--- config.mk ---
export PLATFORM = sky130hd
export DESIGN_NAME = gwa_vend_ctrl
export DESIGN_NICKNAME = d
export VERILOG_FILES = /design/src/rtl/gwa_vend_ctrl.sv
export SDC_FILE = /design/constraint.sdc
export NUM_CORES = 1
export LEC_CHECK = 0
export BUFFER_PORTS_ARGS = -buffer_cell sky130_fd_sc_hd__buf_4
export CAP_MARGIN = 15
export CORE_MARGIN = 10
export CORE_UTILIZATION = 55
export CTS_CLUSTER_DIAMETER = 120
export DETAILED_ROUTE_END_ITERATION = 6
export PLACE_DENSITY_LB_ADDON = 0.1
export SETUP_SLACK_MARGIN = 0.05
export SLEW_MARGIN = 20
export SYNTH_ARGS = -nofsm -noshare
export SYNTH_HDL_FRONTEND = slang
export SYNTH_SLANG_ARGS = --single-unit
--- constraint.sdc ---
create_clock -name clk -period 2.85 [get_ports clk]
set_input_delay 0.4275 -clock clk [delete_from_list [all_inputs] [get_ports clk]]
set_output_delay 0.4275 -clock clk [all_outputs]
set_load 0.005 [all_outputs]
--- src/rtl/gwa_vend_ctrl.sv ---
// gwa_vend_ctrl: two-coin vending controller with a binary credit counter.
// Takes 1/2-euro coins, vends product A or B at parameterised prices and
// pays change back one coin at a time through a handshaked hopper.
// Optional feature macro: GWA_SALES_CNT_EN adds a 16-bit wrapping sales counter.
module gwa_vend_ctrl #(
  parameter int MAX_CREDIT = 6,
  parameter int PRICE_A    = 2,
  parameter int PRICE_B    = 3
) (
  input  logic                            clk,
  input  logic                            rst,
  input  logic                            eu1,
  input  logic                            eu2,
  input  logic                            sel_a,
  input  logic                            sel_b,
  input  logic                            cancel,
  input  logic                            chg_rdy,
  output logic                            vend_a,
  output logic                            vend_b,
  output logic                            eu1o,
  output logic                            eu2o,
  output logic                            coin_rej,
  output logic                            no_fund,
  output logic [$clog2(MAX_CREDIT+1)-1:0] credit,
  output logic                            busy
`ifdef GWA_SALES_CNT_EN
  ,
  output logic [15:0]                     sales_cnt
`endif
);

  localparam int CW = $clog2(MAX_CREDIT + 1);

  // One extra bit so credit + coin never wraps before the limit compare.
  localparam logic [CW:0] MAX_W = (CW + 1)'(MAX_CREDIT);
  localparam logic [CW:0] PA_W  = (CW + 1)'(PRICE_A);
  localparam logic [CW:0] PB_W  = (CW + 1)'(PRICE_B);
  localparam logic [CW:0] ONE_W = (CW + 1)'(1);
  localparam logic [CW:0] TWO_W = (CW + 1)'(2);

  typedef enum logic [1:0] {COLLECT, VEND, CHANGE} state_t;

  state_t        state_q, state_d;
  logic [CW-1:0] credit_q, credit_d;
  logic          vend_a_q, vend_a_d;
  logic          vend_b_q, vend_b_d;
  logic          eu1o_q, eu1o_d;
  logic          eu2o_q, eu2o_d;
  logic          coin_rej_q, coin_rej_d;
  logic          no_fund_q, no_fund_d;
  logic          busy_q, busy_d;
  logic [CW:0]   credit_w;
  logic [CW:0]   credit_d_w;

  assign credit_w   = {1'b0, credit_q};
  assign credit_d_w = {1'b0, credit_d};

  // Next-state, credit arithmetic and next values of all registered outputs.
  always_comb begin
    state_d    = state_q;
    credit_d   = credit_q;
    vend_a_d   = 1'b0;
    vend_b_d   = 1'b0;
    coin_rej_d = 1'b0;
    no_fund_d  = 1'b0;
    case (state_q)
      COLLECT: begin
        if (cancel) begin
          if (credit_q != '0) state_d = CHANGE;
          coin_rej_d = eu1 | eu2;
        end else if (sel_a) begin
          if (credit_w >= PA_W) begin
            credit_d = CW'(credit_w - PA_W);
            vend_a_d = 1'b1;
            state_d  = VEND;
          end else begin
            no_fund_d = 1'b1;
          end
          coin_rej_d = eu1 | eu2;
        end else if (sel_b) begin
          if (credit_w >= PB_W) begin
            credit_d = CW'(credit_w - PB_W);
            vend_b_d = 1'b1;
            state_d  = VEND;
          end else begin
            no_fund_d = 1'b1;
          end
          coin_rej_d = eu1 | eu2;
        end else if (eu1) begin
          // A simultaneous 2-euro coin is always bounced; only eu1 is counted.
          if (credit_w + ONE_W <= MAX_W) credit_d = CW'(credit_w + ONE_W);
          else                           coin_rej_d = 1'b1;
          if (eu2) coin_rej_d = 1'b1;
        end else if (eu2) begin
          if (credit_w + TWO_W <= MAX_W) credit_d = CW'(credit_w + TWO_W);
          else                           coin_rej_d = 1'b1;
        end
      end
      VEND: begin
        coin_rej_d = eu1 | eu2;
        state_d    = (credit_q != '0) ? CHANGE : COLLECT;
      end
      CHANGE: begin
        coin_rej_d = eu1 | eu2;
        // The coin leaves only when the hopper takes the request shown now.
        if (chg_rdy && eu2o_q)      credit_d = CW'(credit_w - TWO_W);
        else if (chg_rdy && eu1o_q) credit_d = CW'(credit_w - ONE_W);
        if (credit_d == '0) state_d = COLLECT;
      end
      default: state_d = COLLECT;
    endcase
    // Eject request follows the credit left after this cycle's transfer.
    eu2o_d = (state_d == CHANGE) && (credit_d_w >= TWO_W);
    eu1o_d = (state_d == CHANGE) && (credit_d_w == ONE_W);
    busy_d = (state_d != COLLECT);
  end

  // State, credit and output registers; reset discards any held credit.
  always_ff @(posedge clk) begin
    if (rst) begin
      state_q    <= COLLECT;
      credit_q   <= '0;
      vend_a_q   <= 1'b0;
      vend_b_q   <= 1'b0;
      eu1o_q     <= 1'b0;
      eu2o_q     <= 1'b0;
      coin_rej_q <= 1'b0;
      no_fund_q  <= 1'b0;
      busy_q     <= 1'b0;
    end else begin
      state_q    <= state_d;
      credit_q   <= credit_d;
      vend_a_q   <= vend_a_d;
      vend_b_q   <= vend_b_d;
      eu1o_q     <= eu1o_d;
      eu2o_q     <= eu2o_d;
      coin_rej_q <= coin_rej_d;
      no_fund_q  <= no_fund_d;
      busy_q     <= busy_d;
    end
  end

  assign vend_a   = vend_a_q;
  assign vend_b   = vend_b_q;
  assign eu1o     = eu1o_q;
  assign eu2o     = eu2o_q;
  assign coin_rej = coin_rej_q;
  assign no_fund  = no_fund_q;
  assign credit   = credit_q;
  assign busy     = busy_q;

`ifdef GWA_SALES_CNT_EN
  logic [15:0] sales_cnt_q, sales_cnt_d;

  assign sales_cnt_d = sales_cnt_q + 16'd1;

  // Counts in step with the vend pulse it accompanies; wraps naturally.
  always_ff @(posedge clk) begin
    if (rst)                       sales_cnt_q <= 16'd0;
    else if (vend_a_d || vend_b_d) sales_cnt_q <= sales_cnt_d;
  end

  assign sales_cnt = sales_cnt_q;
`endif

endmodule

==> out/results.txt <==
The slowest stage of the critical path is the sky130_fd_sc_hd__dfxtp_1 cell. The run gives 3020 ps as the data required time of the critical path. Start-to-end type of the worst setup path: register to register. In this run the vertical extent of the chip is 64.3 µm.

For the worst-skew pair, the clock arrives at the later sink with an insertion delay of 280 ps. The critical-path maximum fanout is 7, and the number of warning messages in the yosys log is 0. The smallest clock period supported by the final layout is computed as 2570 ps. Once detail routing completed, the nets flagged for antenna violations numbered 0. For the pin with the worst max-slew slack, the measured transition is 439 ps. After clock tree synthesis, the clock-pin slew on the worst setup and hold paths is 70 ps.

Routability-driven placement finished with a final weighted congestion of 0.907. The data arrival time of the critical path is 2740 ps. After synthesis the netlist holds a flip-flop and latch count of 12. The logs give 175 for the placed instance count and 4130 µm² for the overall die area.

The number of remaining DRC errors is 0. Setup total negative slack on the finished layout was measured at 0 ps. The aggregate global-route resource usage was 0.131; the worst-case setup slack after placement was 231 ps.

The reported leakage power was 0.564 nW; the half-perimeter wire length after placement was 2080 µm. Setup slack on the worst reg-to-reg path comes out at 280 ps. Ranked by total cell area, the synthesized netlist is headed by sky130_fd_sc_hd__dfxtp_1 (22%), sky130_fd_sc_hd__ha_1 (17%), sky130_fd_sc_hd__nand2_1 (4.5%), sky130_fd_sc_hd__inv_1 (3.8%), sky130_fd_sc_hd__nand3_1 (3.7%).

Across the run, the number of max-cap violations was 0. Final cycle utilization of the critical path: 0.902. The run finished with clean final reports. The count of non-filler cells in the finished layout was 179. Traced cell by cell, the critical path runs through ha_1 > ha_1 > or3b_1 > a211o_1 > a21boi_0 > o21ai_0 > or3_1 > nor3b_1.

The logs give 1,086 for the via total after detailed routing and 4520 µm for the wire length of the first global-routing pass. TritonCTS built the clock tree. Clock skew on the completed layout was measured at 8.34 ps. The number of global-route vias before repair is 1,024. Setup repair after global routing left no endpoint under its margin. Summed over all layers, the global routing overflow is 0. The tools report the TritonCTS buffer count as 3.

The final setup violation count was 0. In the post-route analysis, the smallest setup slack over all paths is 278 ps. In this run, distinct cell masters in the synthesized netlist total 46. The cell count after synthesis came out at 137. The worst setup path is launched from a register.

From synthesis to final layout, the design area changed by 17.2%. The maximum operating frequency was 0.389 GHz; the post-route total power was 0.00110 W. For this run, the post-layout net count is 178. The stage delay of the slowest cell on the critical path came out at 460 ps. The count of final max-slew check failures is 0, and the first-pass iteration count of the detailed router is 4. In this run the cell area of the synthesized design comes to 1080 µm². Average instance area after synthesis: 7.86 µm². The H-tree depth was 1.

For the buffer levels on the longest clock path, the log shows 2. Ranked by instance count, the synthesized netlist is headed by sky130_fd_sc_hd__ha_1 (15), sky130_fd_sc_hd__nand2_1 (13), sky130_fd_sc_hd__dfxtp_1 (12). The repair_antennas step left the layout with diodes totalling 0. The final-report hold violation count was 0; the placement row count was 15. The biggest area contributor in the post-synthesis netlist is sky130_fd_sc_hd__dfxtp_1. For the number of antenna violations at the first check in global routing, the log shows 0.

The dominant register cell in the synthesized netlist was sky130_fd_sc_hd__dfxtp_1. The maximum VDD drop is 0.552 mV, and the fraction of layout instances using a drive strength above 1 is 0.208. In this run, synthesis inferred 0 flip-flops with an integrated enable. STA classifies the critical path endpoint as a register. Post-detailed-route wirelength per cell: 14.9 µm.

The floorplan step defined a core boundary enclosing 1780 µm². The number of port buffers was 17; the number of nets produced by synthesis was 160. In this run the clock root is driven by a sky130_fd_sc_hd__clkbuf_4.

For the pin count of the biggest net entering global routing, the log shows 12. The worst hold path belongs to the class input port to register. Wires add up to 2660 µm. The die outline width was 64.3 µm. The tools report the final hold slack as 364 ps. The clock sink total is 12.

The effective utilization at floorplan was 0.604. The fraction of post-synthesis cell area in the top cell type by area is 0.223, and the number of primary I/O pins is 18. The number of DRC markers in iteration 0 was 46. The normalized max-slew margin came out at 0.705. After detailed routing, the number of vias per cell comes to 6.07. The share of synthesized flip-flops with an asynchronous set or reset came out at 0. Dividing total power by cell area gives a power density of 869 nW/µm². Counting stages on the worst path, the most repeated cell is sky130_fd_sc_hd__ha_1. Part of the Yosys area used for sequential elements: 0.223. In the post-synthesis netlist, the cell with the most instances is sky130_fd_sc_hd__ha_1.
## placed cells by master (no fill, tap or decap), types with 4 or more instances in the layout
cell type                 netlist  routed
sky130_fd_sc_hd__buf_4          0      19
sky130_fd_sc_hd__ha_1          15      15
sky130_fd_sc_hd__nand2_1       13      13
sky130_fd_sc_hd__dfxtp_1       12      11
sky130_fd_sc_hd__inv_1         11      10
sky130_fd_sc_hd__nor2_1        10      10
sky130_fd_sc_hd__nand3_1        8       8
sky130_fd_sc_hd__o21ai_0        7       7
sky130_fd_sc_hd__a21oi_1        4       4
## routing by layer
layer | part of all wire | wire length, µm | up-vias | GRT usage
met3 | 0.067 | 177 | 5 | 0.0470
li1 | - | - | 532 | -
met1 | 0.46 | 1230 | 513 | 0.160
met2 | 0.46 | 1220 | 36 | 0.211
met5 | 0 | 0 | - | 0
met4 | 0.012 | 31 | 0 | 0.0321
## per-stage QoR
stage / util / instance area [µm²]
floorplan: - / 1080
global placement: 0.687 / 1220
detailed placement: 0.687 / 1220
CTS: 0.707 / 1260
global route: 0.708 / 1260
finish: 0.708 / 1260
## where the power goes
group	internal (W)	total [W]	switching, W
clock	0.0000778	0.000136	0.0000580
combinational	0.000304	0.000700	0.000396
sequential	0.000212	0.000261	0.0000492
## state kept, by name (all words and copies together), names as in the netlist
register / flops
eu1o: 1
credit: 3
no_fund: 1
state_q: 2
coin_rej: 1
vend_a: 1
vend_b: 1
busy: 1
eu2o: 1
## cells by family (layout without fill, tap and decap cells)
logic type | count (synthesis) | count (layout) | synth area share
AOI/OAI and AO/OA | 38 | 38 | 0.259
adders and majority gates | 15 | 15 | 0.174
buffers and inverters | 17 | 34 | 0.0627
DFF | 12 | 12 | 0.223
muxes | 1 | 1 | 0.00929
and+or+nand+nor | 54 | 54 | 0.272
## area by class of cell
class / count / area [µm²]
inverter: 11 / 41.3
multi-input combinational: 108 / 769
timing repair buffer: 19 / 143
fill: 151 / 520
tap: 25 / 31.3
clock buffer: 4 / 36.3
sequential: 12 / 241
## critical path: cells and delay by family, from the launching register on
family / cells / cell delay [ps]
and+or+nand+nor: 3 / 930
AOI/OAI and AO/OA: 3 / 610
DFF: 1 / 460
adders and majority gates: 2 / 480
## worst paths after layout
kind	endpoint	from	cells past startpoint
max	eu2o	credit[1]	8
min	credit[0]	rst	2
max reg2reg	eu2o	credit[1]	8
min reg2reg	coin_rej	credit[0]	4
## repair_timing
| item | CTS | global route |
|---|---|---|
| hold endpoints to repair | 0 | 0 |
| hold buffers | 0 | 0 |
| setup buffers | 0 | 0 |
| setup endpoints to repair | 0 | 2 |
| gates resized for setup | 0 | 2 |
No activity file was read; power rests on OpenSTA's default activity.
